$ cat src/rtl/button_pkg.sv
//------------------------------------------------------------------------------
// Module  : button_pkg
// Purpose : Shared FSM encoding and default constants for the button controller.
// Rev     : 1.0
//------------------------------------------------------------------------------
`default_nettype none

package button_pkg;

  typedef enum logic [1:0] {
    IDLE   = 2'd0,
    HELD   = 2'd1,
    REPEAT = 2'd2
  } btn_state_t;

  localparam int c_N_BTN        = 4;
  localparam int c_TICK_BITS    = 20;
  localparam int c_STABLE_TICKS = 2;
  localparam int c_HOLD_TICKS   = 50;
  localparam int c_REPEAT_TICKS = 10;

endpackage

`default_nettype wire

$ cat src/rtl/btn_event_fsm.sv
//------------------------------------------------------------------------------
// Module  : btn_event_fsm
// Purpose : One button: synchronizer, debounce count, press/hold/repeat FSM.
// Rev     : 1.0
//------------------------------------------------------------------------------
`default_nettype none

module btn_event_fsm
  import button_pkg::*;
#(
  parameter int STABLE_TICKS = c_STABLE_TICKS,
  parameter int HOLD_TICKS   = c_HOLD_TICKS,
  parameter int REPEAT_TICKS = c_REPEAT_TICKS
) (
  input  logic clk,
  input  logic reset,
  input  logic en,
  input  logic tick,
  input  logic raw,
  output logic level,
  output logic press_pulse,
  output logic release_pulse,
  output logic repeat_pulse
);

  localparam logic [3:0] c_STABLE = 4'(STABLE_TICKS);
  localparam logic [7:0] c_HOLD   = 8'(HOLD_TICKS);
  localparam logic [7:0] c_REPEAT = 8'(REPEAT_TICKS);

  logic       r_sync1, r_sync2;
  logic [3:0] r_stab_cnt, w_stab_cnt_nxt, w_stab_inc;
  logic       r_level, w_level_nxt;
  logic       w_rise, w_fall;
  btn_state_t r_state, w_state_nxt;
  logic [7:0] r_cnt, w_cnt_nxt, w_cnt_inc;
  logic       r_press, r_release, r_repeat;
  logic       w_press, w_release, w_repeat;

  always_ff @(posedge clk) begin
    if (reset) begin
      r_sync1 <= 1'b0;
      r_sync2 <= 1'b0;
    end else begin
      r_sync1 <= raw;
      r_sync2 <= r_sync1;
    end
  end

  always_ff @(posedge clk) begin
    if (reset) begin
      r_state    <= IDLE;
      r_stab_cnt <= 4'd0;
      r_level    <= 1'b0;
      r_cnt      <= 8'd0;
      r_press    <= 1'b0;
      r_release  <= 1'b0;
      r_repeat   <= 1'b0;
    end else begin
      r_state    <= w_state_nxt;
      r_stab_cnt <= w_stab_cnt_nxt;
      r_level    <= w_level_nxt;
      r_cnt      <= w_cnt_nxt;
      r_press    <= w_press;
      r_release  <= w_release;
      r_repeat   <= w_repeat;
    end
  end

  always_comb begin
    w_stab_inc     = r_stab_cnt + 4'd1;
    w_cnt_inc      = r_cnt + 8'd1;
    w_stab_cnt_nxt = r_stab_cnt;
    w_level_nxt    = r_level;
    w_state_nxt    = r_state;
    w_cnt_nxt      = r_cnt;
    w_press        = 1'b0;
    w_release      = 1'b0;
    w_repeat       = 1'b0;
    w_rise         = 1'b0;
    w_fall         = 1'b0;
    if (tick) begin
      if (r_sync2 != r_level) begin
        if (w_stab_inc == c_STABLE) begin
          w_level_nxt    = ~r_level;
          w_stab_cnt_nxt = 4'd0;
        end else begin
          w_stab_cnt_nxt = w_stab_inc;
        end
      end else begin
        w_stab_cnt_nxt = 4'd0;
      end
      w_rise = w_level_nxt & ~r_level;
      w_fall = ~w_level_nxt & r_level;
      // A falling level wins over a repeat that would land on the same tick.
      case (r_state)
        IDLE: begin
          if (w_rise) begin
            w_state_nxt = HELD;
            w_cnt_nxt   = 8'd0;
            w_press     = 1'b1;
          end
        end
        HELD: begin
          if (w_fall) begin
            w_state_nxt = IDLE;
            w_cnt_nxt   = 8'd0;
            w_release   = 1'b1;
          end else if (w_cnt_inc == c_HOLD) begin
            w_state_nxt = REPEAT;
            w_cnt_nxt   = 8'd0;
            w_repeat    = 1'b1;
          end else begin
            w_cnt_nxt = w_cnt_inc;
          end
        end
        REPEAT: begin
          if (w_fall) begin
            w_state_nxt = IDLE;
            w_cnt_nxt   = 8'd0;
            w_release   = 1'b1;
          end else if (w_cnt_inc == c_REPEAT) begin
            w_cnt_nxt = 8'd0;
            w_repeat  = 1'b1;
          end else begin
            w_cnt_nxt = w_cnt_inc;
          end
        end
        default: begin
          w_state_nxt = IDLE;
          w_cnt_nxt   = 8'd0;
        end
      endcase
    end
  end

  assign level         = r_level;
  assign press_pulse   = r_press   & en;
  assign release_pulse = r_release & en;
  assign repeat_pulse  = r_repeat  & en;

endmodule

`default_nettype wire

$ cat src/rtl/button_event_controller.sv
//------------------------------------------------------------------------------
// Module  : button_event_controller
// Purpose : Shared sample-tick prescaler driving N_BTN debounced button FSMs.
// Rev     : 1.0
//------------------------------------------------------------------------------
`default_nettype none

module button_event_controller
  import button_pkg::*;
#(
  parameter int N_BTN        = c_N_BTN,
  parameter int TICK_BITS    = c_TICK_BITS,
  parameter int STABLE_TICKS = c_STABLE_TICKS,
  parameter int HOLD_TICKS   = c_HOLD_TICKS,
  parameter int REPEAT_TICKS = c_REPEAT_TICKS
) (
  input  logic             clk,
  input  logic             reset,
  input  logic [N_BTN-1:0] raw_btn,
  input  logic             en,
  output logic [N_BTN-1:0] level,
  output logic [N_BTN-1:0] press_pulse,
  output logic [N_BTN-1:0] release_pulse,
  output logic [N_BTN-1:0] repeat_pulse,
  output logic             tick
);

  logic [TICK_BITS-1:0] r_presc;
  logic                 w_tick;

  assign w_tick = (r_presc == {TICK_BITS{1'b1}}) && en;
  assign tick   = w_tick;

  always_ff @(posedge clk) begin
    if (reset) begin
      r_presc <= '0;
    end else if (en) begin
      r_presc <= r_presc + TICK_BITS'(1);
    end
  end

  for (genvar gi = 0; gi < N_BTN; gi++) begin : g_btn
    btn_event_fsm #(
      .STABLE_TICKS (STABLE_TICKS),
      .HOLD_TICKS   (HOLD_TICKS),
      .REPEAT_TICKS (REPEAT_TICKS)
    ) u_btn (
      .clk           (clk),
      .reset         (reset),
      .en            (en),
      .tick          (w_tick),
      .raw           (raw_btn[gi]),
      .level         (level[gi]),
      .press_pulse   (press_pulse[gi]),
      .release_pulse (release_pulse[gi]),
      .repeat_pulse  (repeat_pulse[gi])
    );
  end

endmodule

`default_nettype wire

$ cat config.mk
export PLATFORM = sky130hd
export DESIGN_NAME = button_event_controller
export DESIGN_NICKNAME = d
export VERILOG_FILES = /design/src/rtl/button_pkg.sv /design/src/rtl/btn_event_fsm.sv /design/src/rtl/button_event_controller.sv
export SDC_FILE = /design/constraint.sdc
export NUM_CORES = 1
export LEC_CHECK = 0
export ABC_AREA = 1
export CORE_ASPECT_RATIO = 1.75
export CORE_UTILIZATION = 25
export CTS_CLUSTER_DIAMETER = 40
export DETAILED_ROUTE_END_ITERATION = 8
export SLEW_MARGIN = 20
export SYNTH_ARGS = -nofsm -noshare
export SYNTH_HDL_FRONTEND = slang
export SYNTH_HIERARCHICAL = 1
export SYNTH_SLANG_ARGS = --single-unit
export TNS_END_PERCENT = 100
$ cat constraint.sdc
create_clock -name clk -period 5.2 [get_ports clk]
set_clock_uncertainty 0.05 [all_clocks]
set_input_delay 1.04 -clock clk [delete_from_list [all_inputs] [get_ports clk]]
set_output_delay 1.04 -clock clk [all_outputs]
set_load 0.02 [all_outputs]
==> results.tsv, run 1 <==
stage	metric	value	unit
floorplanning	Die ar.	25200	µm²
synth	Mean Syn Cell Area	6.56	µm²
sta	Final setup violation count	0	
sta	post-route setup TNS	0	ns
power	VDD IR-drop max	0.000143	V
place	Final GP Congestion	0.807	
finish	layout cells sized above 1	0.0984	
clock_tree	CTS tree	yes	
global_route	GRT Total Usage	0.112	
sta	final worst path period need	4.14	ns
floorplanning	I/O pins	24	
clock_tree	clock sink count	100	
synth	Post-Synthesis Cells	935	
worst_setup_path	R2R setup slack	2.47	ns
place	Port Buffers	23	
routing	wirelength, routed	13500	µm
sta	Slew Viols, Final	0	
worst_setup_path	crit path DAT	3.05	ns
floorplanning	CORE AREA	24000	µm²
worst_setup_path	Worst Setup End Kind	output port	
power	Internal	1110	µW
power	power share of the combinational group	0.025	
synth	cell taking the most area after synthesis	dfxtp_1	
clock_tree	post-CTS setup buffers	0	
routing	Final ANT Viol Nets	0	
worst_setup_path	CP startpoint kind	input port	
worst_setup_path	reg2reg path depth	10	
clock_tree	Longest Clk Path Bufs	2	
sta	final hold vios	0	
synth	sequential cell area fraction in the yosys report	0.326	
synth	Post-synth EDFFs	0	
synth	ys async rst share	0	
routing	DR vias/cell	4.41	
floorplanning	Die Span Y	209	µm
place	DP HPWL	10200	µm
global_route	number of global-route vias before repair	5172	
power	PwrDens	208	nW/µm²
synth	top-count cell post-synth	nand2_1	
floorplanning	Cell Rows	75	
synth	Yosys top cell area share	0.326	
floorplanning	Chip Width	120	µm
synth	top cells by area, synth	dfxtp_1 (33%), nand2_1 (15%), inv_1 (8.9%)	
synth	Syn Nets	971	
worst_setup_path	r2r startpoint	r_presc[15]	
finish	Nets	996	
worst_setup_path	Max Fanout on Critical Path	3	
floorplanning	initial core utilization	0.255	
power	Sw Share	0.239	
sta	Slew Limit Headroom	0.492	
sta	Fmax	0.241	GHz
worst_setup_path	Critical Path End	tick	
routing	Pre-antenna DRT Iters	4	
routing	via count	5619	
worst_setup_path	RR Endpoint	g_btn[2].u_btn/r_cnt[4]	
sta	worst hold slack	0.353	ns
synth	Seq cells post-synth	100	
synth	Post-synth top flop	dfxtp_1	
clock_tree	H-tree depth	3	
synth	synth warn	6	
worst_setup_path	CP required	4.11	ns
worst_setup_path	Worst setup startpoint	en	
synth	post-synth cell types	31	
synth	synthesized area	6140	µm²
sta	RSZ-0062 raised after global routing	no	
place	DP Area	6720	µm²
global_route	antenna violations before repair	0	
routing	routed len/inst	10.6	µm
clock_tree	Clock transition at path regs	0.06	ns
synth	top post-synthesis cells by count	nand2_1 (248), inv_1 (146), nor2_1 (106)	
power	Clock power frac	0.445	
power	LEAKAGE	0.00266	µW
global_route	global route overflow	0	
worst_setup_path	critical path class	input port to output port	
routing	DR iter-0 viols	220	
clock_tree	hold_buf cts	0	
finish	design area	7000	µm²
worst_hold_path	worst hold start	g_btn[1].u_btn/r_sync1	
clock_tree	Clock Root Buffer	clkbuf_16	
power	Sw Pwr	348	µW
global_route	first-pass GRT wire length	22700	µm
clock_tree	Skew-Pair Late Insertion Delay	0.37	ns
finish	n_diodes	0	
sta	crit share post-route	0.797	
clock_tree	post-CTS sizing	0	
finish	# fillers	2714	
clock_tree	Num CTS Buffers	9	
global_route	pin count of the biggest net entering global routing	44	
sta	worst-margin pin slew	0.762	ns
routing	drc violations	0	
worst_hold_path	Min-Delay Path Class	flip-flop to flip-flop	
outcome	status	finished, final reports clean	
power	sequential share of power	0.530	
finish	Area Growth Syn to Fin	14.0	%
job	max cap viols	0	
## cell usage in the layout, fill, tap and decap left out, types with 8 or more instances in the layout
master / instances
a21oi_1: 71
clkbuf_16: 9
clkdlybuf4s50_1: 22
dfxtp_1: 100
ha_1: 29
inv_1: 146
inv_2: 9
nand2_1: 248
nand2_2: 21
nand3_1: 64
nand3b_1: 8
nand4_1: 17
nor2_1: 106
nor2_2: 11
nor3_1: 8
nor4_1: 8
o21ai_0: 17
## area by class of cell
cell class | count | area [µm²] | share of cell area
clock buffer | 10 | 229 | 0.0327
tap | 308 | 385 | 0.0551
timing repair buffer | 27 | 255 | 0.0365
sequential | 100 | 2000 | 0.286
inverter | 159 | 597 | 0.0853
clock inverter | 6 | 46.3 | 0.00662
multi-input combinational | 663 | 3480 | 0.498
## routing by layer
| metal | GRT usage | share of wire |
|---|---|---|
| met4 | 0.0664 | 0.035 |
| met2 | 0.214 | 0.53 |
| met1 | 0.112 | 0.41 |
| met5 | 0 | 0 |
| met3 | 0.0188 | 0.020 |
## through the flow
step / cells / power, µW / worst slack (ns) / utilization
after floorplan: 935 / 812 / 1.12 / -
after global placement: 1257 / 827 / 0.963 / 0.280
after detailed placement: 1257 / 827 / 0.978 / 0.280
after CTS: 1273 / 1480 / 0.952 / 0.291
after global routing: 1273 / 1510 / 0.869 / 0.291
final: 1273 / 1460 / 1.06 / 0.291
## kinds of logic after synthesis
group,synth area share
buffers and inverters,0.108
DFF,0.326
AOI/OAI and AO/OA,0.120
and+or+nand+nor,0.384
adders and majority gates,0.0591
xor gates and xnor gates,0.00285
## flip-flops by register name (all words and copies together), names as in the netlist
register,flops
g_btn.u_btn/level,4
g_btn.u_btn/r_state,8
g_btn.u_btn/r_sync1,4
r_presc,20
g_btn.u_btn/r_stab_cnt,16
g_btn.u_btn/r_repeat,4
g_btn.u_btn/r_sync2,4
g_btn.u_btn/r_release,4
g_btn.u_btn/r_press,4
g_btn.u_btn/r_cnt,32
## worst min path at each step
stage	endpoint	slack, ns	cells past startpoint
after floorplan	g_btn[0].u_btn/r_sync2	0.34	2
after global placement	g_btn[2].u_btn/r_sync2	0.35	2
after detailed placement	g_btn[1].u_btn/r_sync2	0.35	2
after CTS	g_btn[1].u_btn/r_sync2	0.36	2
after global routing	g_btn[0].u_btn/r_sync2	0.38	2
final	g_btn[1].u_btn/r_sync2	0.35	2
## power by group through the flow
stage | Combinational, µW | Sequential, µW | Clock [µW]
after floorplan | 22.1 | 789 | 0
after global placement | 36.7 | 790 | 0
after detailed placement | 37.0 | 790 | 0
after CTS | 37.2 | 772 | 675
after global routing | 41.1 | 772 | 699
final | 36.1 | 772 | 648
## worst max-delay path: stages
cell and delay (ns):
clkdlybuf4s50_1 0.51, nand2_1 0.06, nor2_1 0.14, nand2_1 0.10
nor4_2 0.49, clkdlybuf4s50_1 0.72
Note: power is estimated with default switching activity, not from simulation.
==> run 2: changes to the inputs <==
Clock period 5.2 ns to 3.98 ns, I/O delays scaled along.
==> results.tsv, run 2 (synthesized netlist as in run 1, its figures left out) <==
stage	metric	value	unit
outcome	status	finished, final reports clean	
global_route	pin count of the biggest net entering global routing	49	
routing	routed len/inst	10.7	µm
place	pre-CTS setup slack	0.420	ns
clock_tree	H-tree depth	3	
clock_tree	Num CTS Buffers	9	
finish	commonest non-fill, non-tap cell in the layout	nand2_1	
routing	Final ANT Viol Nets	0	
finish	n_diodes	0	
clock_tree	hold_buf cts	0	
worst_setup_path	CP startpoint kind	input port	
global_route	number of global-route vias before repair	5404	
job	max cap viols	0	
floorplanning	Die Span Y	209	µm
worst_setup_path	Critical Path End	tick	
finish	max FFs per register	32	
worst_setup_path	Max Fanout on Critical Path	5	
clock_tree	Clock transition at path regs	0.07	ns
routing	via count	5607	
sta	post-route setup TNS	0	ns
routing	drc violations	0	
sta	worst-margin pin slew	0.586	ns
global_route	antenna violations before repair	0	
sta	Slew Viols, Final	0	
sta	RSZ-0062 raised after global routing	no	
clock_tree	Longest Clk Path Bufs	2	
power	PwrDens	279	nW/µm²
clock_tree	Skew-Pair Late Insertion Delay	0.36	ns
global_route	GRT Total Usage	0.118	
sta	final setup margin	0.430	ns
routing	DR iter-0 viols	178	
finish	Area Growth Syn to Fin	14.8	%
finish	layout cells sized above 1	0.101	
worst_setup_path	R2R setup slack	1.51	ns
worst_setup_path	critical path class	input port to output port	
sta	Final setup violation count	0	
finish	Largest regs	g_btn.u_btn/r_cnt (32), r_presc (20), g_btn.u_btn/r_stab_cnt (16)	
sta	Fmax	0.282	GHz
power	overall power	1970	µW
floorplanning	Cell Rows	75	
sta	crit share post-route	0.892	
worst_hold_path	Min-Delay Path Class	flip-flop to flip-flop	
clock_tree	clock sink count	100	
floorplanning	CORE AREA	24000	µm²
clock_tree	Clock Root Buffer	clkbuf_16	
worst_setup_path	r2r startpoint	r_presc[15]	
finish	Nets	999	
worst_setup_path	CP required	3.13	ns
routing	wirelength, routed	13600	µm
worst_setup_path	RR Endpoint	g_btn[2].u_btn/r_cnt[4]	
clock_tree	post-CTS sizing	0	
global_route	first-pass GRT wire length	23700	µm
floorplanning	I/O pins	24	
worst_setup_path	Worst Setup End Kind	output port	
place	Final GP Congestion	0.802	
place	Port Buffers	23	
finish	Top reg by flops	g_btn.u_btn/r_cnt	
power	LEAKAGE	0.00270	µW
floorplanning	Chip Width	120	µm
routing	Pre-antenna DRT Iters	6	
sta	final hold vios	0	
place	DP HPWL	10300	µm
floorplanning	initial core utilization	0.255	
global_route	global route overflow	0	
worst_setup_path	crit path DAT	2.70	ns
routing	DR vias/cell	4.39	
finish	most frequent cells in the layout	nand2_1 (248), inv_1 (146), nor2_1 (106)	
floorplanning	Die ar.	25200	µm²
sta	Slew Limit Headroom	0.609	
worst_setup_path	reg2reg path depth	10	
clock_tree	post-CTS setup buffers	0	
clock_tree	CTS tree	yes	
power	VDD IR-drop max	0.000173	V
sta	final worst path period need	3.55	ns
worst_setup_path	Worst setup startpoint	en	
## run 2: layout make-up
class	count	area [µm²]
fill	2670	17000
multi-input combinational	663	3480
sequential	100	2000
inverter	159	597
tap	308	385
timing repair buffer	30	278
clock buffer	12	256
clock inverter	4	47.5
## run 2: worst max-delay path, cell delays in order
cell             delay, ns
clkdlybuf4s50_1       0.51
nand2_1               0.07
nor2_1                0.12
nand2_1               0.08
nor4_2                0.27
buf_4                 0.23
clkdlybuf4s50_1       0.62
## run 2: worst min-delay path by stage
| stage | endpoint | slack, ns | from | depth (start not counted) |
|---|---|---|---|---|
| after floorplan | g_btn[0].u_btn/r_sync2 | 0.34 | g_btn[0].u_btn/r_sync1 | 2 |
| after global placement | g_btn[3].u_btn/r_sync2 | 0.34 | g_btn[3].u_btn/r_sync1 | 2 |
| after detailed placement | g_btn[0].u_btn/r_sync2 | 0.35 | g_btn[0].u_btn/r_sync1 | 2 |
| after CTS | g_btn[3].u_btn/r_sync2 | 0.36 | g_btn[3].u_btn/r_sync1 | 2 |
| after global routing | g_btn[3].u_btn/r_sync2 | 0.37 | g_btn[3].u_btn/r_sync1 | 2 |
| final | g_btn[2].u_btn/r_sync2 | 0.35 | g_btn[2].u_btn/r_sync1 | 2 |
## run 2: where the power goes
group / leakage (µW) / switching [µW] / internal (µW)
Combinational: 0.00174 / 33.3 / 13.7
Sequential: 0.000807 / 3.44 / 1010
Clock: 0.000149 / 391 / 520
## run 2: layer usage
| layer | vias to the layer above | share of wire | track usage |
|---|---|---|---|
| li1 | 3002 | - | - |
| met2 | 60 | 0.54 | 0.226 |
| met3 | 24 | 0.021 | 0.0223 |
| met5 | - | 0 | 0 |
| met4 | 0 | 0.037 | 0.0647 |
| met1 | 2521 | 0.40 | 0.116 |
## run 2: per-stage QoR
| step | hold slack, ns | utilization | cells | area, µm² |
|---|---|---|---|---|
| 2_1_floorplan | 0.338 | - | 935 | 6140 |
| 3_3_place_gp | 0.342 | 0.281 | 1260 | 6740 |
| 3_5_place_dp | 0.347 | 0.281 | 1260 | 6740 |
| 4_1_cts | 0.357 | 0.293 | 1276 | 7050 |
| 5_1_grt | 0.366 | 0.293 | 1276 | 7050 |
| 6_report | 0.355 | 0.293 | 1276 | 7050 |
==> run 3: changes to the inputs <==
Settings changed: CORE_ASPECT_RATIO 1.75 to 1.5.
Clock period 3.98 ns to 4 ns, I/O delays scaled along.
==> results.tsv, run 3 (synthesized netlist as in run 1, its figures left out) <==
stage	metric	value	unit
power	VDD IR-drop max	0.000195	V
clock_tree	post-CTS setup buffers	0	
sta	Slew Limit Headroom	0.484	
sta	Slew Viols, Final	0	
finish	commonest non-fill, non-tap cell in the layout	nand2_1	
sta	final hold vios	0	
clock_tree	Num CTS Buffers	9	
routing	routed len/inst	10.7	µm
routing	DR iter-0 viols	277	
finish	most frequent cells in the layout	nand2_1 (248), inv_1 (146), nor2_1 (106)	
finish	Largest regs	g_btn.u_btn/r_cnt (32), r_presc (20), g_btn.u_btn/r_stab_cnt (16)	
worst_hold_path	Min-Delay Path Class	flip-flop to flip-flop	
clock_tree	post-CTS sizing	0	
power	PwrDens	278	nW/µm²
outcome	status	finished, final reports clean	
clock_tree	Skew-Pair Late Insertion Delay	0.35	ns
global_route	first-pass GRT wire length	23200	µm
power	LEAKAGE	0.00267	µW
clock_tree	Clock transition at path regs	0.07	ns
global_route	number of global-route vias before repair	5250	
floorplanning	Cell Rows	69	
routing	met2 wire length	7200	µm
place	DP Area	6730	µm²
sta	crit share post-route	0.835	
routing	WL met3	332	µm
worst_setup_path	Max Fanout on Critical Path	2	
sta	Fmax	0.299	GHz
sta	RSZ-0062 raised after global routing	no	
sta	post-route setup TNS	0	ns
finish	Nets	995	
routing	via count	5614	
clock_tree	Clock Root Buffer	clkbuf_16	
worst_setup_path	Worst Setup End Kind	output port	
routing	DR vias/cell	4.38	
worst_setup_path	CP startpoint kind	input port	
global_route	pin count of the biggest net entering global routing	43	
finish	# fillers	2655	
floorplanning	Die ar.	25200	µm²
routing	Pre-antenna DRT Iters	4	
routing	Final ANT Viol Nets	0	
floorplanning	I/O pins	24	
routing	highest routed layer	met4	
sta	Final setup violation count	0	
place	Port Buffers	23	
global_route	antenna violations before repair	0	
power	overall power	1950	µW
routing	drc violations	0	
sta	final worst path period need	3.34	ns
finish	Top reg by flops	g_btn.u_btn/r_cnt	
clock_tree	H-tree depth	3	
global_route	GRT Total Usage	0.115	
finish	n_diodes	0	
routing	met1 wire length	5850	µm
global_route	global route overflow	0	
finish	Area Growth Syn to Fin	14.5	%
sta	worst-margin pin slew	0.774	ns
place	Final GP Congestion	0.813	
clock_tree	clock sink count	100	
clock_tree	hold_buf cts	0	
finish	max FFs per register	32	
floorplanning	initial core utilization	0.257	
finish	design area	7030	µm²
worst_setup_path	CP required	3.15	ns
finish	layout cells sized above 1	0.0966	
place	DP HPWL	10200	µm
sta	worst hold slack	0.353	ns
floorplanning	Die Span Y	194	µm
worst_setup_path	critical path class	input port to output port	
job	max cap viols	0	
routing	wirelength, routed	13700	µm
floorplanning	CORE AREA	23900	µm²
worst_setup_path	crit path DAT	2.49	ns
clock_tree	CTS tree	yes	
clock_tree	Longest Clk Path Bufs	2	
floorplanning	Chip Width	130	µm
[run 3: final cells by class]
type | count | area, µm² | share of cell area
Multi-Input combinational cell | 663 | 3480 | 0.495
Sequential cell | 100 | 2000 | 0.285
Inverter | 159 | 597 | 0.0849
Tap cell | 319 | 399 | 0.0568
Clock buffer | 12 | 256 | 0.0365
Timing Repair Buffer | 26 | 248 | 0.0352
Clock inverter | 3 | 46.3 | 0.00659
[run 3: final timing paths]
path | from | endpoint | cells past startpoint | slack [ns]
setup / recovery | en | tick | 6 | 0.66
hold / removal | g_btn[1].u_btn/r_sync1 | g_btn[1].u_btn/r_sync2 | 2 | 0.35
setup reg to reg | r_presc[15] | g_btn[2].u_btn/r_cnt[1] | 10 | 1.50
hold reg to reg | g_btn[1].u_btn/r_sync1 | g_btn[1].u_btn/r_sync2 | 2 | 0.35
[run 3: routing by layer]
metal | track usage | vias to the layer above
met5 | 0 | -
met1 | 0.120 | 2544
met4 | 0.0556 | 0
li1 | - | 2994
met2 | 0.217 | 57
met3 | 0.0199 | 19
[run 3: report_power, final]
part           leakage [µW]  switching [µW]  internal (µW)  total, µW
clock network      0.000145             384            518        901
logic               0.00172            33.2           13.6       46.9
registers          0.000807            3.59           1000       1000
[run 3: worst max-delay path, stage by stage]
cell and delay, ns:
clkdlybuf4s50_1 0.47, nand2_1 0.05, nor2_1 0.13, nand2_1 0.09
nor4_2 0.27, clkdlybuf4s50_1 0.67
[run 3: metrics by stage]
step,util,cells,setup slack (ns)
floorplan,-,935,0.155
global placement,0.281,1267,0.683
detailed placement,0.281,1267,0.650
CTS,0.294,1282,0.638
global route,0.294,1282,0.497
finish,0.294,1282,0.660
